`src/rtl/multicycle_control_fsm.sv`:
```
// Sequencing controller for the multicycle MIPS core: walks fetch/decode/execute/mem/writeback,
// stalls on the memory ready handshake, and flags illegal opcodes and memory timeouts.
module multicycle_control_fsm #(
  parameter int unsigned OPCODE_WIDTH = 6,
  parameter int unsigned ALU_OP_WIDTH = 2,
  parameter int unsigned WAIT_WIDTH   = 8
) (
  input  logic                    i_clk,
  input  logic                    i_rst_n,
  input  logic [OPCODE_WIDTH-1:0] i_opcode,
  input  logic                    i_zero,
  input  logic                    i_mem_ready,
  output logic                    o_pc_en_c,
  output logic                    o_iord,
  output logic                    o_mem_write,
  output logic                    o_ir_write_c,
  output logic                    o_reg_dst,
  output logic                    o_mem_to_reg,
  output logic                    o_reg_write,
  output logic                    o_alu_src_a,
  output logic [1:0]              o_alu_src_b,
  output logic [ALU_OP_WIDTH-1:0] o_alu_op,
  output logic [1:0]              o_pc_src,
  output logic                    o_instr_done,
  output logic                    o_illegal_op,
  output logic                    o_mem_err
);

  localparam logic [OPCODE_WIDTH-1:0] OP_LW   = OPCODE_WIDTH'(6'b100011);
  localparam logic [OPCODE_WIDTH-1:0] OP_SW   = OPCODE_WIDTH'(6'b101011);
  localparam logic [OPCODE_WIDTH-1:0] OP_R    = OPCODE_WIDTH'(6'b000000);
  localparam logic [OPCODE_WIDTH-1:0] OP_ADDI = OPCODE_WIDTH'(6'b001000);
  localparam logic [OPCODE_WIDTH-1:0] OP_BEQ  = OPCODE_WIDTH'(6'b000100);
  localparam logic [OPCODE_WIDTH-1:0] OP_J    = OPCODE_WIDTH'(6'b000010);

  localparam logic [ALU_OP_WIDTH-1:0] ALU_ADD   = ALU_OP_WIDTH'(2'b00);
  localparam logic [ALU_OP_WIDTH-1:0] ALU_SUB   = ALU_OP_WIDTH'(2'b01);
  localparam logic [ALU_OP_WIDTH-1:0] ALU_FUNCT = ALU_OP_WIDTH'(2'b10);

  localparam logic [1:0] SRCB_RT    = 2'b00;
  localparam logic [1:0] SRCB_FOUR  = 2'b01;
  localparam logic [1:0] SRCB_IMM   = 2'b10;
  localparam logic [1:0] SRCB_IMMX4 = 2'b11;

  localparam logic [1:0] PCSRC_ALUOUT = 2'b01;
  localparam logic [1:0] PCSRC_JUMP   = 2'b10;

  typedef enum logic [3:0] {
    S_RESET  = 4'd0,
    S_FETCH  = 4'd1,
    S_DECODE = 4'd2,
    S_MEMADR = 4'd3,
    S_MEMRD  = 4'd4,
    S_MEMWB  = 4'd5,
    S_MEMWR  = 4'd6,
    S_EXEC   = 4'd7,
    S_ALUWB  = 4'd8,
    S_ADDIEX = 4'd9,
    S_ADDIWB = 4'd10,
    S_BEQ    = 4'd11,
    S_JUMP   = 4'd12
  } state_t;

  state_t                  r_state;
  state_t                  w_state_nxt;
  logic [WAIT_WIDTH-1:0]   r_wait;
  logic [WAIT_WIDTH-1:0]   w_wait_inc;
  logic                    r_is_sw;
  logic                    w_wait_state;
  logic                    w_timeout;
  logic                    w_retire;
  logic                    w_illegal;

  logic                    r_iord;
  logic                    r_mem_write;
  logic                    r_reg_dst;
  logic                    r_mem_to_reg;
  logic                    r_reg_write;
  logic                    r_alu_src_a;
  logic [1:0]              r_alu_src_b;
  logic [ALU_OP_WIDTH-1:0] r_alu_op;
  logic [1:0]              r_pc_src;
  logic                    r_instr_done;
  logic                    r_illegal_op;
  logic                    r_mem_err;

  logic                    w_iord_nxt;
  logic                    w_mem_write_nxt;
  logic                    w_reg_dst_nxt;
  logic                    w_mem_to_reg_nxt;
  logic                    w_reg_write_nxt;
  logic                    w_alu_src_a_nxt;
  logic [1:0]              w_alu_src_b_nxt;
  logic [ALU_OP_WIDTH-1:0] w_alu_op_nxt;
  logic [1:0]              w_pc_src_nxt;

  // Memory-wait bookkeeping: timeout fires on the wait cycle that drives the counter to all-ones
  assign w_wait_state = (r_state == S_FETCH) || (r_state == S_MEMRD) || (r_state == S_MEMWR);
  assign w_wait_inc   = r_wait + WAIT_WIDTH'(1);
  assign w_timeout    = w_wait_state && !i_mem_ready && (&w_wait_inc);

  // Next-state selection, then Moore decode of the state being entered
  always_comb begin
    w_state_nxt      = S_FETCH;
    w_retire         = 1'b0;
    w_illegal        = 1'b0;
    w_iord_nxt       = 1'b0;
    w_mem_write_nxt  = 1'b0;
    w_reg_dst_nxt    = 1'b0;
    w_mem_to_reg_nxt = 1'b0;
    w_reg_write_nxt  = 1'b0;
    w_alu_src_a_nxt  = 1'b0;
    w_alu_src_b_nxt  = SRCB_RT;
    w_alu_op_nxt     = ALU_ADD;
    w_pc_src_nxt     = 2'b00;

    case (r_state)
      S_RESET:  w_state_nxt = S_FETCH;
      S_FETCH:  w_state_nxt = i_mem_ready ? S_DECODE : S_FETCH;
      S_DECODE: begin
        case (i_opcode)
          OP_LW, OP_SW: w_state_nxt = S_MEMADR;
          OP_R:         w_state_nxt = S_EXEC;
          OP_ADDI:      w_state_nxt = S_ADDIEX;
          OP_BEQ:       w_state_nxt = S_BEQ;
          OP_J:         w_state_nxt = S_JUMP;
          default: begin
            w_state_nxt = S_FETCH;
            w_illegal   = 1'b1;
          end
        endcase
      end
      S_MEMADR: w_state_nxt = r_is_sw ? S_MEMWR : S_MEMRD;
      S_MEMRD: begin
        if (i_mem_ready)    w_state_nxt = S_MEMWB;
        else if (w_timeout) w_state_nxt = S_FETCH;
        else                w_state_nxt = S_MEMRD;
      end
      S_MEMWB: begin
        w_state_nxt = S_FETCH;
        w_retire    = 1'b1;
      end
      S_MEMWR: begin
        if (i_mem_ready) begin
          w_state_nxt = S_FETCH;
          w_retire    = 1'b1;
        end else if (w_timeout) begin
          w_state_nxt = S_FETCH;
        end else begin
          w_state_nxt = S_MEMWR;
        end
      end
      S_EXEC:   w_state_nxt = S_ALUWB;
      S_ADDIEX: w_state_nxt = S_ADDIWB;
      S_ALUWB, S_ADDIWB, S_BEQ, S_JUMP: begin
        w_state_nxt = S_FETCH;
        w_retire    = 1'b1;
      end
      default:  w_state_nxt = S_FETCH;
    endcase

    case (w_state_nxt)
      S_FETCH:  w_alu_src_b_nxt = SRCB_FOUR;
      S_DECODE: w_alu_src_b_nxt = SRCB_IMMX4;
      S_MEMADR: begin
        w_alu_src_a_nxt = 1'b1;
        w_alu_src_b_nxt = SRCB_IMM;
      end
      S_MEMRD:  w_iord_nxt = 1'b1;
      S_MEMWB: begin
        w_mem_to_reg_nxt = 1'b1;
        w_reg_write_nxt  = 1'b1;
      end
      S_MEMWR: begin
        w_iord_nxt      = 1'b1;
        w_mem_write_nxt = 1'b1;
      end
      S_EXEC: begin
        w_alu_src_a_nxt = 1'b1;
        w_alu_op_nxt    = ALU_FUNCT;
      end
      S_ALUWB: begin
        w_reg_dst_nxt   = 1'b1;
        w_reg_write_nxt = 1'b1;
      end
      S_ADDIEX: begin
        w_alu_src_a_nxt = 1'b1;
        w_alu_src_b_nxt = SRCB_IMM;
      end
      S_ADDIWB: w_reg_write_nxt = 1'b1;
      S_BEQ: begin
        w_alu_src_a_nxt = 1'b1;
        w_alu_op_nxt    = ALU_SUB;
        w_pc_src_nxt    = PCSRC_ALUOUT;
      end
      S_JUMP:   w_pc_src_nxt = PCSRC_JUMP;
      default:  ;
    endcase
  end

  // State, wait counter, decoded-opcode flag and registered strobes
  always_ff @(posedge i_clk or negedge i_rst_n) begin
    if (!i_rst_n) begin
      r_state      <= S_RESET;
      r_wait       <= '0;
      r_is_sw      <= 1'b0;
      r_iord       <= 1'b0;
      r_mem_write  <= 1'b0;
      r_reg_dst    <= 1'b0;
      r_mem_to_reg <= 1'b0;
      r_reg_write  <= 1'b0;
      r_alu_src_a  <= 1'b0;
      r_alu_src_b  <= 2'b00;
      r_alu_op     <= '0;
      r_pc_src     <= 2'b00;
      r_instr_done <= 1'b0;
      r_illegal_op <= 1'b0;
      r_mem_err    <= 1'b0;
    end else begin
      r_state      <= w_state_nxt;
      r_wait       <= (w_wait_state && !i_mem_ready && !w_timeout) ? w_wait_inc : '0;
      if (r_state == S_DECODE) begin
        r_is_sw <= (i_opcode == OP_SW);
      end
      r_iord       <= w_iord_nxt;
      r_mem_write  <= w_mem_write_nxt;
      r_reg_dst    <= w_reg_dst_nxt;
      r_mem_to_reg <= w_mem_to_reg_nxt;
      r_reg_write  <= w_reg_write_nxt;
      r_alu_src_a  <= w_alu_src_a_nxt;
      r_alu_src_b  <= w_alu_src_b_nxt;
      r_alu_op     <= w_alu_op_nxt;
      r_pc_src     <= w_pc_src_nxt;
      r_instr_done <= w_retire;
      r_illegal_op <= w_illegal;
      r_mem_err    <= r_mem_err | w_timeout;
    end
  end

  // PC and IR enables follow the live handshake/flag inputs in their state
  assign o_ir_write_c = (r_state == S_FETCH) && i_mem_ready;
  assign o_pc_en_c    = o_ir_write_c || ((r_state == S_BEQ) && i_zero) || (r_state == S_JUMP);

  assign o_iord       = r_iord;
  assign o_mem_write  = r_mem_write;
  assign o_reg_dst    = r_reg_dst;
  assign o_mem_to_reg = r_mem_to_reg;
  assign o_reg_write  = r_reg_write;
  assign o_alu_src_a  = r_alu_src_a;
  assign o_alu_src_b  = r_alu_src_b;
  assign o_alu_op     = r_alu_op;
  assign o_pc_src     = r_pc_src;
  assign o_instr_done = r_instr_done;
  assign o_illegal_op = r_illegal_op;
  assign o_mem_err    = r_mem_err;

endmodule

```
`config.mk`:
```
export PLATFORM = sky130hd
export DESIGN_NAME = multicycle_control_fsm
export DESIGN_NICKNAME = d
export VERILOG_FILES = /design/src/rtl/multicycle_control_fsm.sv
export SDC_FILE = /design/constraint.sdc
export NUM_CORES = 1
export LEC_CHECK = 0
export CAP_MARGIN = 20
export CORE_MARGIN = 2
export CORE_UTILIZATION = 55
export CTS_BUF_LIST = sky130_fd_sc_hd__clkbuf_16
export DETAILED_ROUTE_END_ITERATION = 8
export PLACE_DENSITY_LB_ADDON = 0.25
export SETUP_SLACK_MARGIN = 0.3
export SLEW_MARGIN = 5
export SYNTH_ARGS = -nofsm -noshare
export SYNTH_HDL_FRONTEND = slang
export SYNTH_SLANG_ARGS = --single-unit
```
`constraint.sdc`:
```
create_clock -name i_clk -period 5.9 [get_ports i_clk]
set_clock_uncertainty 0.2 [all_clocks]
set_input_delay 1.18 -clock i_clk [delete_from_list [all_inputs] [get_ports i_clk]]
set_output_delay 1.18 -clock i_clk [all_outputs]
set_load 0.02 [all_outputs]
```
==> flow_summary.json, run 1 <==
{
  "crit_fanout": 1,
  "coreArea_um2": 2480,
  "numClockSinks": 27,
  "cts_tree": "done",
  "rsz0062_at_grt": "false",
  "slew_headroom": 0.714,
  "grt_pass1_vias": 1062,
  "tightest_slew_ns": 0.430,
  "drt-total-wl_mm": 2.72,
  "gr-usage-all-layers": 0.196,
  "clk_pin_slew_ns": 0.07,
  "first_iter_violations": 20,
  "antenna_found_initial": 0,
  "avgRoutedWirePerCell_um": 14.3,
  "vdd_drop_max_uv": 296,
  "clock_latency_ns": 0.26,
  "cp_slowest_cell": "clkdlybuf4s50_1",
  "top_register": "r_wait",
  "htree_levels": 1,
  "worst_ep_required_time_ns": 4.52,
  "min_from": "r_wait[0]",
  "power_density_nw_per_um2": 399,
  "layout.nets": 174,
  "period_minus_slack_ns": 4.04,
  "grt_remaining_overflow": 0,
  "arrival_ns": 2.66,
  "endpoint": "o_pc_en_c",
  "timing.rr.end": "o_reg_write",
  "syn_to_final_growth_pct": 23.2,
  "ys_ff_latch": 27,
  "fin_cells": 191,
  "synth-async-reset-ratio": 1.00,
  "largest_reg_flops": 8,
  "drt-pass1-iter-count": 3,
  "drive_gt1_frac": 0.149,
  "finalHoldViolCount": 0,
  "drc_errors": 0,
  "die_x_um": 55.4,
  "path_cells": "clkdlybuf4s50_1, inv_1, o32ai_1, a21o_1, clkdlybuf4s50_1",
  "r2r_slack_ns": 3.80,
  "min_path_type": "flop to flop",
  "die_area_um2": 3060,
  "syn_avg_cell_area_um2": 10.6,
  "portBuffers": 26,
  "grt_max_degree": 28,
  "leakagePower_nw": 0.788,
  "max_freq_mhz": 248,
  "setup.worst_path.start": "i_zero",
  "period_share": 0.684,
  "finalPower_mw": 0.712,
  "ys_seq_area_frac": 0.466,
  "seq_area_um2": 676,
  "hold_buffers": 0,
  "synthesis.area_um2": 1450,
  "worstSetupStartpointType": "input port",
  "synth.distinct_cells": 53,
  "synth-main-ff-cell": "dfrtp_1",
  "largestRegisters": "r_wait (8), r_state (4)",
  "worstReg2RegStart": "r_state[0]",
  "multiInputGateArea_um2": 701,
  "grt_pass1_wl_mm": 4.73,
  "start_util": 0.585,
  "cts_resized": 0,
  "ctsLongestPathBuffers": 2,
  "postCtsSetupRepairBufs": 0,
  "maxCapViolations": 0,
  "endpoint_kind": "primary output",
  "setup_viol": 0,
  "slew_violations": 0,
  "path_buf_inv": 3,
  "final_area_um2": 1790,
  "die_h_um": 55.4,
  "yosys_warnings": 0,
  "io_pins": 27,
  "cts.root.buffer_cell": "clkbuf_16",
  "vias": 1051,
  "dp_cells": 187,
  "fillers": 187,
  "routabilityCongestion": 0.814,
  "syn_nets": 149,
  "antenna_left": 0,
  "status": "completed",
  "r2r_cells": 5,
  "via_per_inst": 5.50,
  "slowest_delay_ns": 0.59,
  "cts_inserted_buffers": 3,
  "critPathKind": "input port to primary output",
  "path_delay_family": "buffers and inverters",
  "diodes": 0,
  "synth-edff-count": 0,
  "syn_inst": 137,
  "placed_area_um2": 1700,
  "critPathMostFrequentCell": "clkdlybuf4s50_1",
  "post-dp-hpwl_mm": 2.05,
  "worst-path-stages": 5,
  "setup_tns_ns": 0,
  "rows": 18
}
## report_power, final
part,total [mW],internal [mW],switching [mW]
combinational,0.284,0.133,0.150
clock,0.156,0.0922,0.0636
sequential,0.273,0.223,0.0493
total,0.712,0.449,0.263
## cell type report
cell class,count,area share
clock buffer,3,0.0420
clock inverter,1,0.00420
inverter,6,0.0126
multi-input combinational,97,0.392
sequential,27,0.378
tap,30,0.0210
timing repair buffer,27,0.150
## per-stage QoR
step | worst slack (ns) | util | hold WS (ns)
floorplan | 2.76 | - | 0.253
global placement | 1.87 | 0.688 | 0.254
detailed placement | 1.85 | 0.688 | 0.276
CTS | 1.85 | 0.721 | 0.294
global route | 1.78 | 0.721 | 0.318
finish | 1.86 | 0.721 | 0.289
## worst min path at each step
stage	to	slack [ns]	depth (start not counted)
2_1_floorplan	r_wait[0]	0.25	1
3_3_place_gp	o_mem_err	0.25	1
3_5_place_dp	o_mem_err	0.28	1
4_1_cts	r_wait[0]	0.29	1
5_1_grt	r_wait[0]	0.32	1
6_report	r_wait[0]	0.29	1
## layout by cell type, fill, tap and decap left out, types with 2 or more instances in the layout
cell type        netlist  routed
dfrtp_1               27      27
clkdlybuf4s50_1        0      26
nor2_1                16      16
nand2_1               10      10
inv_1                  5       5
nand3_1                4       4
nand2b_1               4       4
o21ai_0                4       4
xnor2_1                3       3
or3b_1                 3       3
nand3b_1               3       3
xor2_1                 3       3
clkbuf_16              0       3
nor3_2                 2       2
nor2_2                 2       2
a21oi_1                2       2
a21o_1                 2       2
o211a_1                2       2
o22ai_1                2       2
o21ai_1                2       2
nor3_1                 2       2
nor2b_1                2       2
ha_1                   2       2
## Yosys cell counts (2+ instances only)
| cell | instances | area, µm² |
|---|---|---|
| a21o_1 | 2 | 15.0 |
| a21oi_1 | 2 | 10.0 |
| buf_2 | 2 | 10.0 |
| buf_4 | 2 | 15.0 |
| buf_6 | 2 | 22.5 |
| dfrtp_1 | 27 | 676 |
| ha_1 | 2 | 25.0 |
| inv_1 | 5 | 18.8 |
| nand2_1 | 10 | 37.5 |
| nand2b_1 | 4 | 25.0 |
| nand3_1 | 4 | 20.0 |
| nand3b_1 | 3 | 22.5 |
| nor2_1 | 16 | 60.1 |
| nor2_2 | 2 | 12.5 |
| nor2b_1 | 2 | 12.5 |
| nor3_1 | 2 | 10.0 |
| nor3_2 | 2 | 20.0 |
| o211a_1 | 2 | 20.0 |
| o21ai_0 | 4 | 20.0 |
| o21ai_1 | 2 | 10.0 |
| o22ai_1 | 2 | 12.5 |
| or3b_1 | 3 | 26.3 |
| xnor2_1 | 3 | 26.3 |
| xor2_1 | 3 | 26.3 |
## logic make-up (layout without fill, tap and decap cells)
logic type | count (synthesis) | count (layout) | share of synthesized area
AOI/OAI and AO/OA | 32 | 32 | 0.194
xor gates and xnor gates | 6 | 6 | 0.0362
adders and majority gates | 3 | 3 | 0.0250
buffers and inverters | 13 | 37 | 0.0509
DFF | 27 | 27 | 0.466
and+or+nand+nor | 56 | 56 | 0.228
## worst reg2reg max path, delay by kind of cell, from the launching register on
kind / cells / cell delay, ns
and+or+nand+nor: 1 / 0.41
AOI/OAI and AO/OA: 4 / 0.77
DFF: 1 / 0.59
## per-layer routing
layer  global-route usage  part of all wire
met1                0.232              0.44
met2                0.355              0.53
met3               0.0281             0.024
met4               0.0732             0.012
met5                    0                 0
(Power assumes the default switching activity.)
==> inputs of run 2 (changes only) <==
--- a/config.mk
+++ b/config.mk
@@ -7,7 +7,7 @@
 export LEC_CHECK = 0
 export CAP_MARGIN = 20
 export CORE_MARGIN = 2
-export CORE_UTILIZATION = 55
+export CORE_UTILIZATION = 51
 export CTS_BUF_LIST = sky130_fd_sc_hd__clkbuf_16
 export DETAILED_ROUTE_END_ITERATION = 8
 export PLACE_DENSITY_LB_ADDON = 0.25
==> constraint.sdc (replaced) <==
create_clock -name i_clk -period 3.9 [get_ports i_clk]
set_clock_uncertainty 0.2 [all_clocks]
set_input_delay 0.78 -clock i_clk [delete_from_list [all_inputs] [get_ports i_clk]]
set_output_delay 0.78 -clock i_clk [all_outputs]
set_load 0.02 [all_outputs]
==> flow_summary.json, run 2 (synthesized netlist as in run 1, its figures left out) <==
{
  "clock_latency_ns": 0.26,
  "arrival_ns": 2.26,
  "cts_resized": 0,
  "start_util": 0.530,
  "min_path_type": "flop to flop",
  "rows": 19,
  "slew_headroom": 0.699,
  "grt_pass1_wl_mm": 4.92,
  "critPathKind": "input port to primary output",
  "crit_fanout": 1,
  "antenna_found_initial": 0,
  "largestRegisters": "r_wait (8), r_state (4)",
  "setup_tns_ns": 0,
  "cts_tree": "done",
  "layout_common_cells": "dfrtp_1 (27), clkdlybuf4s50_1 (26), nor2_1 (16)",
  "critPathMostFrequentCell": "clkdlybuf4s50_1",
  "finalPower_mw": 1.09,
  "power_density_nw_per_um2": 607,
  "period_minus_slack_ns": 3.24,
  "hold_buffers": 0,
  "period_share": 0.830,
  "grt_max_degree": 28,
  "antenna_left": 0,
  "gr-usage-all-layers": 0.191,
  "largest_reg_flops": 8,
  "path_delay_family": "buffers and inverters",
  "endpoint_kind": "primary output",
  "cts_inserted_buffers": 3,
  "vdd_drop_max_uv": 511,
  "post-dp-hpwl_mm": 2.09,
  "ctsLongestPathBuffers": 2,
  "coreArea_um2": 2730,
  "avgRoutedWirePerCell_um": 14.5,
  "drt-pass1-iter-count": 4,
  "grt_remaining_overflow": 0,
  "top_register": "r_wait",
  "cp_slowest_cell": "clkdlybuf4s50_1",
  "path_buf_inv": 3,
  "layout.nets": 174,
  "drt-total-wl_mm": 2.79,
  "die_area_um2": 3290,
  "final_area_um2": 1790,
  "slowest_delay_ns": 0.59,
  "layout_commonest_cell": "dfrtp_1",
  "status": "completed",
  "die_x_um": 57.3,
  "diodes": 0,
  "setup_viol": 0,
  "worst_ep_required_time_ns": 2.92,
  "leakagePower_nw": 0.788,
  "drive_gt1_frac": 0.149,
  "vias": 1095,
  "numClockSinks": 27,
  "cts.root.buffer_cell": "clkbuf_16",
  "die_h_um": 57.3,
  "via_per_inst": 5.70,
  "utilization": 0.654,
  "grt_pass1_vias": 1144,
  "placed_area_um2": 1710,
  "drc_errors": 0,
  "portBuffers": 26,
  "io_pins": 27,
  "routabilityCongestion": 0.819,
  "max_freq_mhz": 309,
  "htree_levels": 1,
  "worstSetupStartpointType": "input port",
  "tightest_slew_ns": 0.451,
  "slew_violations": 0,
  "postCtsSetupRepairBufs": 0,
  "first_iter_violations": 12,
  "maxCapViolations": 0,
  "rsz0062_at_grt": "false",
  "clk_pin_slew_ns": 0.07,
  "finalHoldViolCount": 0,
  "syn_to_final_growth_pct": 23.3,
  "path_cells": "clkdlybuf4s50_1, inv_1, o32ai_1, a21o_1, clkdlybuf4s50_1"
}
-- run 2: worst reg2reg max path, stage by stage, from the launching register on --
cell and delay [ns]:
dfrtp_1 0.59, or3b_1 0.41, a21boi_2 0.21, o2111ai_2 0.20
a21oi_2 0.26, and3_1 0.18
-- run 2: per-layer routing --
layer / wire length, µm / GRT usage
met4: 31 / 0.0432
met5: 0 / 0
met1: 1150 / 0.223
met3: 100 / 0.0340
met2: 1510 / 0.363
-- run 2: worst paths after layout --
kind | slack (ns) | depth (start not counted) | start | to
max in group asynchronous | 2.57 | 2 | i_rst_n | r_state[3]
setup reg to reg | 1.80 | 5 | r_state[0] | o_alu_src_b[0]
setup / recovery | 0.66 | 5 | i_zero | o_pc_en_c
hold / removal | 0.28 | 1 | o_mem_err | o_mem_err
hold reg to reg | 0.28 | 1 | o_mem_err | o_mem_err
min in group asynchronous | 0.68 | 2 | i_rst_n | o_reg_dst
-- run 2: through the flow --
step | setup slack (ns) | hold WS, ns | std cells
3_3_place_gp | 0.675 | 0.263 | 188
4_1_cts | 0.662 | 0.280 | 192
3_5_place_dp | 0.663 | 0.260 | 188
6_report | 0.663 | 0.279 | 192
5_1_grt | 0.585 | 0.309 | 192
2_1_floorplan | 1.56 | 0.253 | 137
-- run 2: final cells by class --
type | instances | area, µm²
Fill cell | 218 | 946
Multi-Input combinational cell | 97 | 701
Sequential cell | 27 | 676
Timing Repair Buffer | 27 | 268
Clock buffer | 3 | 75.1
Tap cell | 31 | 38.8
Inverter | 6 | 22.5
Clock inverter | 1 | 7.51
-- run 2: where the power goes --
part           internal (mW)  switching, mW
sequential             0.338         0.0751
clock                  0.139         0.0987
combinational          0.202          0.233
==> inputs of run 3 (changes only) <==
--- a/config.mk
+++ b/config.mk
@@ -7,7 +7,7 @@
 export LEC_CHECK = 0
 export CAP_MARGIN = 20
 export CORE_MARGIN = 2
-export CORE_UTILIZATION = 51
+export CORE_UTILIZATION = 46
 export CTS_BUF_LIST = sky130_fd_sc_hd__clkbuf_16
 export DETAILED_ROUTE_END_ITERATION = 8
 export PLACE_DENSITY_LB_ADDON = 0.25
==> constraint.sdc (replaced) <==
create_clock -name i_clk -period 2.6 [get_ports i_clk]
set_clock_uncertainty 0.2 [all_clocks]
set_input_delay 0.52 -clock i_clk [delete_from_list [all_inputs] [get_ports i_clk]]
set_output_delay 0.52 -clock i_clk [all_outputs]
set_load 0.02 [all_outputs]
==> flow_summary.json, run 3 (synthesized netlist as in run 1, its figures left out) <==
{
  "ctsLongestPathBuffers": 2,
  "slew_headroom": 0.755,
  "period_share": 0.880,
  "maxCapViolations": 0,
  "leakagePower_nw": 0.876,
  "die_area_um2": 3620,
  "die_x_um": 60.1,
  "status": "completed",
  "top_register": "r_wait",
  "layout_setup_ws_ns": 0.313,
  "die_h_um": 60.1,
  "drt-pass1-iter-count": 4,
  "slew_violations": 0,
  "portBuffers": 26,
  "via_per_inst": 5.23,
  "max_freq_mhz": 437,
  "multiInputGateArea_um2": 703,
  "dp_cells": 208,
  "vdd_drop_max_uv": 547,
  "rows": 20,
  "hold_slack_ns": 0.270,
  "largest_reg_flops": 8,
  "setup_viol": 0,
  "seq_area_um2": 677,
  "setup_tns_ns": 0,
  "critPathKind": "input port to primary output",
  "io_pins": 27,
  "grt_max_degree": 28,
  "crit_fanout": 1,
  "diodes": 0,
  "fillers": 257,
  "grt_pass1_vias": 1141,
  "grt_remaining_overflow": 0,
  "clock_latency_ns": 0.26,
  "first_iter_violations": 26,
  "drc_errors": 0,
  "cts_inserted_buffers": 3,
  "antenna_left": 0,
  "routabilityCongestion": 0.820,
  "avgRoutedWirePerCell_um": 12.8,
  "arrival_ns": 1.57,
  "cts_tree": "done",
  "coreArea_um2": 3030,
  "layout.nets": 183,
  "largestRegisters": "r_wait (8), r_state (4)",
  "post-dp-hpwl_mm": 2.13,
  "fin_cells": 214,
  "gr-usage-all-layers": 0.173,
  "finalHoldViolCount": 0,
  "htree_levels": 1,
  "antenna_found_initial": 0,
  "period_minus_slack_ns": 2.29,
  "min_path_type": "flop to flop",
  "clk_pin_slew_ns": 0.06,
  "endpoint_kind": "primary output",
  "pre_cts_slack_ns": -0.165,
  "drive_gt1_frac": 0.206,
  "rsz0062_at_grt": "true",
  "power_density_nw_per_um2": 872,
  "worst_ep_required_time_ns": 1.88,
  "syn_to_final_growth_pct": 29.5,
  "start_util": 0.479,
  "layout_commonest_cell": "dfrtp_1",
  "cts.root.buffer_cell": "clkbuf_16",
  "tightest_slew_ns": 0.366,
  "layout_common_cells": "dfrtp_1 (26), clkdlybuf4s50_1 (20), nor2_1 (15)",
  "vias": 1120,
  "grt_pass1_wl_mm": 4.66,
  "numClockSinks": 27,
  "drt-total-wl_mm": 2.74,
  "worstSetupStartpointType": "input port"
}
==> run 3: layout make-up <==
type | count | share of cell area
well taps | 44 | 0.0293
clock buffers | 3 | 0.0400
multi-input cells | 97 | 0.374
repair buffers | 36 | 0.182
flip-flops and latches | 27 | 0.360
inverters | 6 | 0.0120
clock inverters | 1 | 0.00200
==> run 3: final timing paths <==
| kind | startpoint | endpoint | slack [ns] | cells past startpoint |
|---|---|---|---|---|
| min in group asynchronous | i_rst_n | r_wait[3] | 0.43 | 2 |
| max in group asynchronous | i_rst_n | r_state[2] | 1.49 | 2 |
| hold / removal | o_mem_err | o_mem_err | 0.27 | 1 |
| hold reg to reg | o_mem_err | o_mem_err | 0.27 | 1 |
| setup / recovery | i_zero | o_pc_en_c | 0.31 | 5 |
| setup reg to reg | r_state[0] | o_reg_write | 0.46 | 6 |
==> run 3: report_power, final <==
| part | internal [mW] | switching (mW) | leakage (nW) | total, mW |
|---|---|---|---|---|
| registers | 0.510 | 0.0788 | 0.364 | 0.589 |
| clock network | 0.205 | 0.127 | 0.0423 | 0.332 |
| logic | 0.330 | 0.386 | 0.470 | 0.716 |
| total | 1.05 | 0.592 | 0.876 | 1.64 |
==> run 3: worst max-delay path, cell delays in order <==
cell and delay, ns:
clkdlybuf4s50_1 0.45, inv_1 0.04, o32ai_1 0.26, a21o_1 0.16, buf_4 0.14
==> run 3: what timing repair did <==
item	CTS	global route
endpoints found under the setup margin	2	4
gates resized for setup	4	8
hold buffers	0	0
pin swaps	0	4
setup buffers	0	2
==> run 3: metal layers <==
metal	wire length, µm	global-route usage
met1	1060	0.185
met2	1530	0.318
met3	96	0.0455
met4	53	0.0698
met5	0	0
==> run 3: metrics by stage <==
step / power (mW) / area, µm² / utilization
after floorplan: 1.08 / 1450 / -
after global placement: 1.30 / 1770 / 0.586
after detailed placement: 1.31 / 1770 / 0.586
after CTS: 1.65 / 1850 / 0.612
after global routing: 1.75 / 1880 / 0.620
final: 1.64 / 1880 / 0.620
